`src/rtl/alu_pkg.sv`:
```
// Shared widths and command layout for the ALU issue path.
// Anything that talks to ALU_UNIT (wrappers, benches) pulls its types from here.
package alu_pkg;

  localparam int OP_W  = 4;
  localparam int SEL_W = 4;
  localparam int RES_W = 8;
  localparam int TAG_W = 4;

  typedef struct packed {
    logic [TAG_W-1:0] tag;
    logic [SEL_W-1:0] sel;
    logic [OP_W-1:0]  b;
    logic [OP_W-1:0]  a;
  } cmd_t;

  // Flat width of a command word laid out as {tag, sel, b, a}.
  function automatic int cmd_w(input int op_w, input int sel_w, input int tag_w);
    return 2 * op_w + sel_w + tag_w;
  endfunction

endpackage

```
`src/rtl/sync_fifo.sv`:
```
// Single-clock FIFO whose head word is a register, zeroed whenever the FIFO is empty,
// so downstream combinational logic sees clean, glitch-free operands.
module sync_fifo #(
  parameter int WIDTH = 16,
  parameter int DEPTH = 4
) (
  input  logic                     clk,
  input  logic                     rst,
  input  logic                     push,
  input  logic [WIDTH-1:0]         wr_data,
  input  logic                     pop,
  output logic [WIDTH-1:0]         rd_data,
  output logic                     full,
  output logic                     empty,
  output logic [$clog2(DEPTH):0]   level
);

  localparam int PTR_W = $clog2(DEPTH);
  localparam int LVL_W = PTR_W + 1;

  logic [WIDTH-1:0] mem [DEPTH];
  logic [PTR_W-1:0] wr_ptr_reg, rd_ptr_reg, rd_ptr_next;
  logic [LVL_W-1:0] level_reg, level_next;
  logic [WIDTH-1:0] rd_data_reg, rd_data_next;
  logic             push_ok, pop_ok;

  assign full    = (level_reg == LVL_W'(DEPTH));
  assign empty   = (level_reg == '0);
  assign push_ok = push && !full;
  assign pop_ok  = pop && !empty;

  always_comb begin
    rd_ptr_next = pop_ok ? rd_ptr_reg + 1'b1 : rd_ptr_reg;
    level_next  = level_reg;
    case ({push_ok, pop_ok})
      2'b10:   level_next = level_reg + 1'b1;
      2'b01:   level_next = level_reg - 1'b1;
      default: level_next = level_reg;
    endcase
    // Look ahead to the word that will be at the head after this edge; a lone
    // entry being written right now has to bypass the array.
    rd_data_next = mem[rd_ptr_next];
    if (level_next == '0) begin
      rd_data_next = '0;
    end else if (push_ok && level_next == LVL_W'(1)) begin
      rd_data_next = wr_data;
    end
  end

  always_ff @(posedge clk) begin
    if (push_ok) begin
      mem[wr_ptr_reg] <= wr_data;
    end
  end

  always_ff @(posedge clk or posedge rst) begin
    if (rst) begin
      wr_ptr_reg  <= '0;
      rd_ptr_reg  <= '0;
      level_reg   <= '0;
      rd_data_reg <= '0;
    end else begin
      if (push_ok) begin
        wr_ptr_reg <= wr_ptr_reg + 1'b1;
      end
      rd_ptr_reg  <= rd_ptr_next;
      level_reg   <= level_next;
      rd_data_reg <= rd_data_next;
    end
  end

  assign rd_data = rd_data_reg;
  assign level   = level_reg;

endmodule

```
`src/rtl/alu_issue_stage.sv`:
```
// Issue stage in front of ALU_UNIT: queues tagged commands, presents the head to the
// ALU and captures its result into a valid/ready output register.
module alu_issue_stage #(
  parameter int DEPTH = 4,
  parameter int OP_W  = alu_pkg::OP_W,
  parameter int SEL_W = alu_pkg::SEL_W,
  parameter int RES_W = alu_pkg::RES_W,
  parameter int TAG_W = alu_pkg::TAG_W
) (
  input  logic                   clk,
  input  logic                   rst,
  input  logic                   in_valid,
  output logic                   in_ready,
  input  logic [OP_W-1:0]        in_a,
  input  logic [OP_W-1:0]        in_b,
  input  logic [SEL_W-1:0]       in_sel,
  output logic [OP_W-1:0]        alu_a,
  output logic [OP_W-1:0]        alu_b,
  output logic [SEL_W-1:0]       alu_sel,
  input  logic [RES_W-1:0]       alu_result,
  output logic                   out_valid,
  input  logic                   out_ready,
  output logic [RES_W-1:0]       out_result,
  output logic [SEL_W-1:0]       out_sel,
  output logic [TAG_W-1:0]       out_tag,
  output logic [$clog2(DEPTH):0] level
);

  import alu_pkg::*;

  localparam int CMD_W = cmd_w(OP_W, SEL_W, TAG_W);
  localparam int SEL_LO = 2 * OP_W;
  localparam int TAG_LO = 2 * OP_W + SEL_W;

  logic [TAG_W-1:0] tag_reg;
  logic [CMD_W-1:0] wr_cmd, head;
  logic             fifo_full, fifo_empty;
  logic             push, cap;
  logic             out_valid_reg;
  logic [RES_W-1:0] out_result_reg;
  logic [SEL_W-1:0] out_sel_reg;
  logic [TAG_W-1:0] out_tag_reg;

  assign in_ready = !fifo_full;
  assign push     = in_valid && in_ready;
  assign wr_cmd   = {tag_reg, in_sel, in_b, in_a};
  // The output register can take a new result when empty or when it drains this cycle.
  assign cap      = !fifo_empty && (!out_valid_reg || out_ready);

  sync_fifo #(
    .WIDTH (CMD_W),
    .DEPTH (DEPTH)
  ) u_cmd_fifo (
    .clk     (clk),
    .rst     (rst),
    .push    (push),
    .wr_data (wr_cmd),
    .pop     (cap),
    .rd_data (head),
    .full    (fifo_full),
    .empty   (fifo_empty),
    .level   (level)
  );

  // Head register reads as zero when empty, so the ALU inputs idle at 0.
  assign alu_a   = head[OP_W-1:0];
  assign alu_b   = head[SEL_LO-1:OP_W];
  assign alu_sel = head[TAG_LO-1:SEL_LO];

  always_ff @(posedge clk or posedge rst) begin
    if (rst) begin
      tag_reg        <= '0;
      out_valid_reg  <= 1'b0;
      out_result_reg <= '0;
      out_sel_reg    <= '0;
      out_tag_reg    <= '0;
    end else begin
      if (push) begin
        tag_reg <= tag_reg + 1'b1;
      end
      if (cap) begin
        out_valid_reg  <= 1'b1;
        out_result_reg <= alu_result;
        out_sel_reg    <= head[TAG_LO-1:SEL_LO];
        out_tag_reg    <= head[CMD_W-1:TAG_LO];
      end else if (out_valid_reg && out_ready) begin
        out_valid_reg <= 1'b0;
      end
    end
  end

  assign out_valid  = out_valid_reg;
  assign out_result = out_result_reg;
  assign out_sel    = out_sel_reg;
  assign out_tag    = out_tag_reg;

endmodule

```
`config.mk`:
```
export PLATFORM = sky130hd
export DESIGN_NAME = alu_issue_stage
export DESIGN_NICKNAME = d
export VERILOG_FILES = /design/src/rtl/alu_pkg.sv /design/src/rtl/sync_fifo.sv /design/src/rtl/alu_issue_stage.sv
export SDC_FILE = /design/constraint.sdc
export NUM_CORES = 1
export LEC_CHECK = 0
export BUFFER_PORTS_ARGS = -buffer_cell sky130_fd_sc_hd__buf_2
export CAP_MARGIN = 0
export CORE_MARGIN = 1.5
export CORE_UTILIZATION = 52
export CTS_CLUSTER_DIAMETER = 80
export CTS_CLUSTER_SIZE = 10
export DETAILED_ROUTE_END_ITERATION = 12
export GPL_ROUTABILITY_DRIVEN = 0
export PLACE_DENSITY = 0.75
export REMOVE_ABC_BUFFERS = 1
export SKIP_LAST_GASP = 1
export SLEW_MARGIN = 20
export SYNTH_ARGS = -nofsm -noshare
export SYNTH_HDL_FRONTEND = slang
export SYNTH_SLANG_ARGS = --single-unit
```
`constraint.sdc`:
```
create_clock -name clk -period 3.73 [get_ports clk]
set_input_delay 0.373 -clock clk [delete_from_list [all_inputs] [get_ports clk]]
set_output_delay 0.373 -clock clk [all_outputs]
set_load 0.02 [all_outputs]
```
==> impl_metrics.yaml, run 1 <==
power_and_ir_drop:
  internal-power_mw: 2.93
  clkPwrFrac_pct: 17.2
  power.density_mw_per_mm2: 940
  p_leak_nw: 2.20
  max-vdd-ir-drop_v: 0.000513
  pwr-share-seq_pct: 38.9
  sw_frac_of_total_pct: 41.1
  combPwrFrac_pct: 43.9
  p_sw_mw: 2.04
floorplanning:
  initial_core_util_pct: 54.3
  die_h_um: 99.1
  die_w_um: 99.1
  rows: 34
  die_area_mm2: 0.00983
  io_pins: 57
  core_mm2: 0.00885
place:
  place_inst: 554
  pre_cts_ws_ns: 0.328
  post-dp-hpwl_um: 6040
  io_buffer_count: 56
clocking:
  cts_made_buffers: 9
  clock_latency_ns: 0.37
  cts_max_level: 3
  cts_tree: "built"
  postCtsSetupRepairBufs: 0
  clk_pin_slew_ns: 0.10
  postCtsHoldBufs: 0
  root_buffer: "clkbuf_8"
  clock_path_buffers: 2
  clkSinkCount: 108
  cts_resized: 0
routing:
  wl_um: 10200
  dr.pass1.iters: 5
  vias: 3197
  drt_iter0_drc: 164
  drc: 0
  drt-wirelength-per-cell_um: 17.9
  ant_nets: 0
  viasPerCell: 5.61
status:
  status: "finished, final reports clean"
critical_path:
  endpoint_kind: "flip-flop"
  crit_type: "reg2reg"
  worstPathRequired_ns: 3.97
  r2r_slack_ns: 0.29
  reg2reg_depth: 12
  cp.arrival_ns: 3.69
  worstSetupStartpointType: "flip-flop"
  path_max_fanout: 16
timing:
  rsz0062_at_grt: "no"
  fin_skew_ns: 0.00990
  slew-limit-headroom_pct: 32.0
  finalMaxSlewViolations: 0
  finalSetupViolations: 0
  finalHoldViolCount: 0
  min_period_ns: 3.44
  fmax_mhz: 290
  fin_worst_hold_slack_ns: 0.116
  fin_ws_ns: 0.285
  worstMarginPinSlew_ns: 1.02
  finalCritPeriodShare_pct: 92.4
global_routing:
  antenna_found_initial: 0
  grt_pass1_vias: 3335
  grt_max_degree: 45
  grt_pass1_wl_um: 16400
  grt_remaining_overflow: 0
  grtUsageTotal_pct: 22.0
cells_and_area:
  layout_commonest_cell: "edfxtp_1"
  multi_input_area_mm2: 0.00152
  antenna_cells: 0
  regArea_mm2: 0.00302
  fin_cells: 570
  largest_reg_flops: 64
  final_core_util_pct: 59.7
  drive_above_1_share_pct: 19.0
  nNetsFinal: 488
  area_delta_synth_final_pct: 9.92
  fillCellCount: 709
  final_cell_mix: "edfxtp_1 (64), nor2_1 (62), nand2_1 (56), buf_2 (56), o21ai_0 (48)"
logic_synthesis:
  yosys-top-cells-area: "edfxtp_1 (40%), dfrtp_1 (23%), o21ai_0 (5.0%), nor2_1 (4.8%), nand2_1 (4.4%)"
  synth_cell_types: 42
  synth_top_area_share_pct: 40.0
  seq_area_frac_synth_pct: 62.9
  synthesis.area_mm2: 0.00481
  synth_area_per_cell_um2: 11.4
  syn_inst: 420
  ys_seq_elements: 108
  yosys.area.top_type: "edfxtp_1"
  yosysWarnings: 0
hold_path:
  hp-class: "in2async"
run:
  drv_cap: 0
## per-layer routing
layer	vias to the layer above	global-route usage (%)	wire, um	share of wire (%)
met5	-	0	0	0
met4	0	9.75	110	1.1
met3	10	4.15	589	5.8
met2	107	37.7	5250	51
met1	1556	27.6	4250	42
li1	1524	-	-	-
## kinds of logic (layout without fill, tap and decap cells)
group / after synthesis / after routing / share of synthesized area (%)
simple gates: 149 / 149 / 13.5
flops: 108 / 108 / 62.9
compound gates: 86 / 86 / 10.7
buf+inv: 45 / 87 / 5.39
mux: 16 / 16 / 3.33
xor+xnor: 9 / 9 / 2.19
fa+ha+maj: 7 / 7 / 1.98
## cell usage after synthesis (all sizes together)
cell type,n
a211oi,3
xor2,3
and4,1
nand2,57
and3,4
and4b,1
and2,4
edfxtp,64
fa,1
or3b,1
nand2b,5
nor2,63
nand3,2
or2,1
a21oi,17
mux2i,16
o311ai,1
dfrtp,44
a311oi,3
clkbuf,14
buf,22
a221oi,12
o21ai,48
ha,6
nand4,1
nor2b,5
inv,9
xnor2,6
or3,2
a211o,1
o21ba,1
nor3,2
## final cells by class
class / count / area share, %
Clock buffer: 10 / 2.42
Clock inverter: 6 / 2.13
Inverter: 9 / 0.663
Multi-Input combinational cell: 267 / 28.8
Sequential cell: 108 / 57.2
Tap cell: 108 / 2.56
Timing Repair Buffer: 62 / 6.16
## per-stage QoR
stage          TNS [ns]  cell area (um^2)  power [mW]
2_1_floorplan     -1.81              4580        3.37
3_3_place_gp          0              5040        4.04
3_5_place_dp          0              5040        4.13
4_1_cts               0              5280        4.99
5_1_grt               0              5280        5.27
6_report              0              5280        4.97
## power groups by stage
stage / clock, mW / sequential [mW] / combinational (mW)
floorplan: 0 / 2.12 / 1.25
global placement: 0 / 1.93 / 2.11
detailed placement: 0 / 1.96 / 2.17
CTS: 0.861 / 1.93 / 2.20
global route: 0.909 / 1.98 / 2.39
finish: 0.852 / 1.93 / 2.18
## path summary, 6_finish.rpt
| check | start | endpoint |
|---|---|---|
| max reg2reg | u_cmd_fifo.level[2]$_DFF_PP0_ | u_cmd_fifo.rd_data[13]$_DFF_PP0_ |
| min in group clk | alu_result[1] | out_result[1]$_DFFE_PP0P_ |
| min reg2reg | u_cmd_fifo.rd_data[12]$_DFF_PP0_ | out_tag[0]$_DFFE_PP0P_ |
| min | rst | out_result[1]$_DFFE_PP0P_ |
| max | u_cmd_fifo.level[2]$_DFF_PP0_ | u_cmd_fifo.rd_data[13]$_DFF_PP0_ |
| max in group asynchronous | rst | u_cmd_fifo.rd_data[7]$_DFF_PP0_ |
## worst max-delay path, stage by stage, from the launching register on
cell and delay, ns:
dfrtp_1 0.45, or3b_4 0.44, and2_4 0.22, inv_2 0.06, ha_1 0.18, inv_1 0.07, fa_1 0.53, nor2b_1 0.20
a211oi_1 0.12, and4b_1 0.35, buf_4 0.27, nor2b_1 0.08, a221oi_1 0.36
(Power assumes the default switching activity.)
==> inputs of run 2 (changes only) <==
--- a/config.mk
+++ b/config.mk
@@ -8,15 +8,15 @@
 export BUFFER_PORTS_ARGS = -buffer_cell sky130_fd_sc_hd__buf_2
 export CAP_MARGIN = 0
 export CORE_MARGIN = 1.5
-export CORE_UTILIZATION = 52
+export CORE_UTILIZATION = 53
 export CTS_CLUSTER_DIAMETER = 80
 export CTS_CLUSTER_SIZE = 10
 export DETAILED_ROUTE_END_ITERATION = 12
-export GPL_ROUTABILITY_DRIVEN = 0
-export PLACE_DENSITY = 0.75
+export PLACE_DENSITY = 0.76
 export REMOVE_ABC_BUFFERS = 1
 export SKIP_LAST_GASP = 1
 export SLEW_MARGIN = 20
 export SYNTH_ARGS = -nofsm -noshare
 export SYNTH_HDL_FRONTEND = slang
+export SYNTH_HIERARCHICAL = 1
 export SYNTH_SLANG_ARGS = --single-unit
==> impl_metrics.yaml, run 2 <==
floorplanning:
  die_area_mm2: 0.0101
  io_pins: 57
  die_w_um: 100
  die_h_um: 100
  initial_core_util_pct: 54.6
  rows: 35
  core_mm2: 0.00920
timing:
  worstMarginPinSlew_ns: 1.01
  finalMaxSlewViolations: 0
  finalHoldViolCount: 0
  fmax_mhz: 295
  slew-limit-headroom_pct: 32.0
  min_period_ns: 3.39
  finalSetupViolations: 0
  fin_skew_ns: 0.0128
  finalCritPeriodShare_pct: 90.9
  tns_ns: 0
  rsz0062_at_grt: "no"
critical_path:
  critical_path_buf_inv_count: 3
  reg2reg_from: "u_cmd_fifo/level[2]$_DFF_PP0_"
  reg2reg_depth: 12
  worstSetupStartpointType: "flip-flop"
  cp_top_family: "compound AO/OA/AOI/OAI gates"
  path_max_fanout: 16
  worst_path_largest_cell_delay_ns: 0.73
  r2r_slack_ns: 0.34
  crit_type: "reg2reg"
  crit_slowest_cell: "a211oi_4"
  worstPathRequired_ns: 4.02
  endpoint_kind: "flip-flop"
  path_cells: "nor3b_2 > nor2b_1 > nor2b_1 > inv_2 > ha_1 > inv_1 > fa_1 > inv_1 > o31a_1 > a211oi_4 > a32oi_1 > o22ai_1"
  cp.arrival_ns: 3.68
  r2r-end: "u_cmd_fifo/rd_data[10]$_DFF_PP0_"
clocking:
  cts_made_buffers: 9
  cts_max_level: 3
  postCtsSetupRepairBufs: 0
  cts_tree: "built"
  clk_pin_slew_ns: 0.11
  root_buffer: "clkbuf_8"
  clkSinkCount: 108
  clock_path_buffers: 2
  clock_latency_ns: 0.37
  cts_resized: 0
  postCtsHoldBufs: 0
logic_synthesis:
  seq_area_frac_synth_pct: 60.2
  synth_area_per_cell_um2: 12.0
  ys.flop_type: "edfxtp_1"
  synthMostInstantiatedCell: "nand2_1"
  synth-edff-count: 64
  synth_cell_types: 35
  syn_inst: 420
  yosys-top-cells-area: "edfxtp_1 (38%), dfrtp_1 (22%), nand2_1 (6.3%), a22oi_1 (4.8%), a21oi_1 (3.4%)"
  synth_common_cells: "nand2_1 (84), edfxtp_1 (64), dfrtp_1 (44)"
  synthesis.area_mm2: 0.00502
  yosys.area.top_type: "edfxtp_1"
  ys_async_sr_fraction_pct: 40.7
  yosysWarnings: 6
  synth_top_area_share_pct: 38.3
  ys_seq_elements: 108
routing:
  highest_layer: "met4"
  viasPerCell: 6.24
  vias: 3625
  drt-met1-wl_um: 4430
  wl_met2_um: 5490
  drc: 0
  ant_nets: 0
  drt-wirelength-per-cell_um: 19.0
  wl_um: 11000
  dr.pass1.iters: 6
  dr_wl_met3_um: 815
  drt_iter0_drc: 281
power_and_ir_drop:
  clkPwrFrac_pct: 13.2
  p_total_mw: 5.28
  max-vdd-ir-drop_v: 0.000625
  internal-power_mw: 2.98
  pwr-share-seq_pct: 38.5
  p_leak_nw: 2.21
  p_sw_mw: 2.30
  sw_frac_of_total_pct: 43.6
  power.density_mw_per_mm2: 956
  combPwrFrac_pct: 48.3
cells_and_area:
  final_cell_mix: "nand2_1 (84), edfxtp_1 (64), buf_2 (56), dfrtp_1 (44), a21oi_1 (34)"
  postLayoutCellArea_mm2: 0.00553
  largest_reg_flops: 64
  layout_commonest_cell: "nand2_1"
  area_delta_synth_final_pct: 10.1
  final_core_util_pct: 60.1
  drive_above_1_share_pct: 21.9
  nNetsFinal: 496
  antenna_cells: 0
place:
  placed_area_mm2: 0.00533
  gp_congestion: 0.861
  post-dp-hpwl_um: 6640
  io_buffer_count: 56
global_routing:
  grt_max_degree: 66
  grt_pass1_wl_um: 17300
  grt_pass1_vias: 3485
  grt_remaining_overflow: 0
  antenna_found_initial: 0
  grtUsageTotal_pct: 22.8
hold_path:
  hp-class: "in2async"
status:
  status: "finished, final reports clean"
run:
  drv_cap: 0
run 2: changes by cell type after synthesis, sizes merged, moves of 17 or more:
| cell | delta |
|---|---|
| o21ai | -46 |
| nand2 | +27 |
| mux2 | +17 |
| a22oi | +32 |
| a21oi | +18 |
| nor2 | -61 |
run 2: cell type report:
cell class	instances	area (um^2)
Fill cell	706	3670
Sequential cell	108	3020
Multi-Input combinational cell	268	1780
Timing Repair Buffer	63	333
Clock buffer	10	149
Tap cell	111	139
Inverter	15	56.3
Clock inverter	6	52.6
run 2: kinds of logic after synthesis:
logic type               count (synthesis)  synth area share [%]
AO/OA/AOI/OAI                          136                  19.3
XOR/XNOR                                 9                  1.57
adder cells (fa/ha/maj)                  7                  1.89
AND/OR/NAND/NOR                         99                  8.17
flip-flops                             108                  60.2
multiplexers                            17                  4.48
buffers and inverters                   44                  4.43
run 2: power groups by stage:
stage               logic [mW]  registers, mW  clock network, mW
global route              2.78           2.08              0.770
global placement          2.41           2.03                  0
CTS                       2.52           2.03              0.712
floorplan                 1.60           2.17                  0
finish                    2.55           2.03              0.699
detailed placement        2.51           2.06                  0
run 2: worst reg2reg max path, cell delays in order, from the launching register on:
cell and delay (ns):
dfrtp_1 0.49, nor3b_2 0.29, nor2b_1 0.16, nor2b_1 0.18, inv_2 0.07, ha_1 0.17
inv_1 0.06, fa_1 0.49, inv_1 0.05, o31a_1 0.33, a211oi_4 0.73, a32oi_1 0.13
o22ai_1 0.18
run 2: metal layers:
layer | global-route usage, % | vias to the layer above
met5 | 0 | -
met2 | 38.0 | 178
met1 | 29.4 | 1769
li1 | - | 1648
met3 | 4.81 | 30
met4 | 9.21 | 0
run 2: stage by stage:
step / cells / hold WS [ns] / setup WS [ns]
floorplan: 391 / 0.350 / -0.896
global placement: 565 / 0.467 / 0.546
detailed placement: 565 / 0.480 / 0.364
CTS: 581 / 0.158 / 0.333
global route: 581 / 0.125 / 0.105
finish: 581 / 0.106 / 0.341
run 2: worst max path at each step:
stage                                             start                          endpoint  cells past startpoint
after floorplan           u_cmd_fifo/level[1]$_DFF_PP0_   u_cmd_fifo/rd_data[0]$_DFF_PP0_                      9
after detailed placement  u_cmd_fifo/level[2]$_DFF_PP0_  u_cmd_fifo/rd_data[10]$_DFF_PP0_                     12
after global placement    u_cmd_fifo/level[2]$_DFF_PP0_  u_cmd_fifo/rd_data[12]$_DFF_PP0_                     12
after global routing      u_cmd_fifo/level[2]$_DFF_PP0_  u_cmd_fifo/rd_data[12]$_DFF_PP0_                     12
after CTS                 u_cmd_fifo/level[2]$_DFF_PP0_  u_cmd_fifo/rd_data[10]$_DFF_PP0_                     12
final                     u_cmd_fifo/level[2]$_DFF_PP0_  u_cmd_fifo/rd_data[10]$_DFF_PP0_                     12
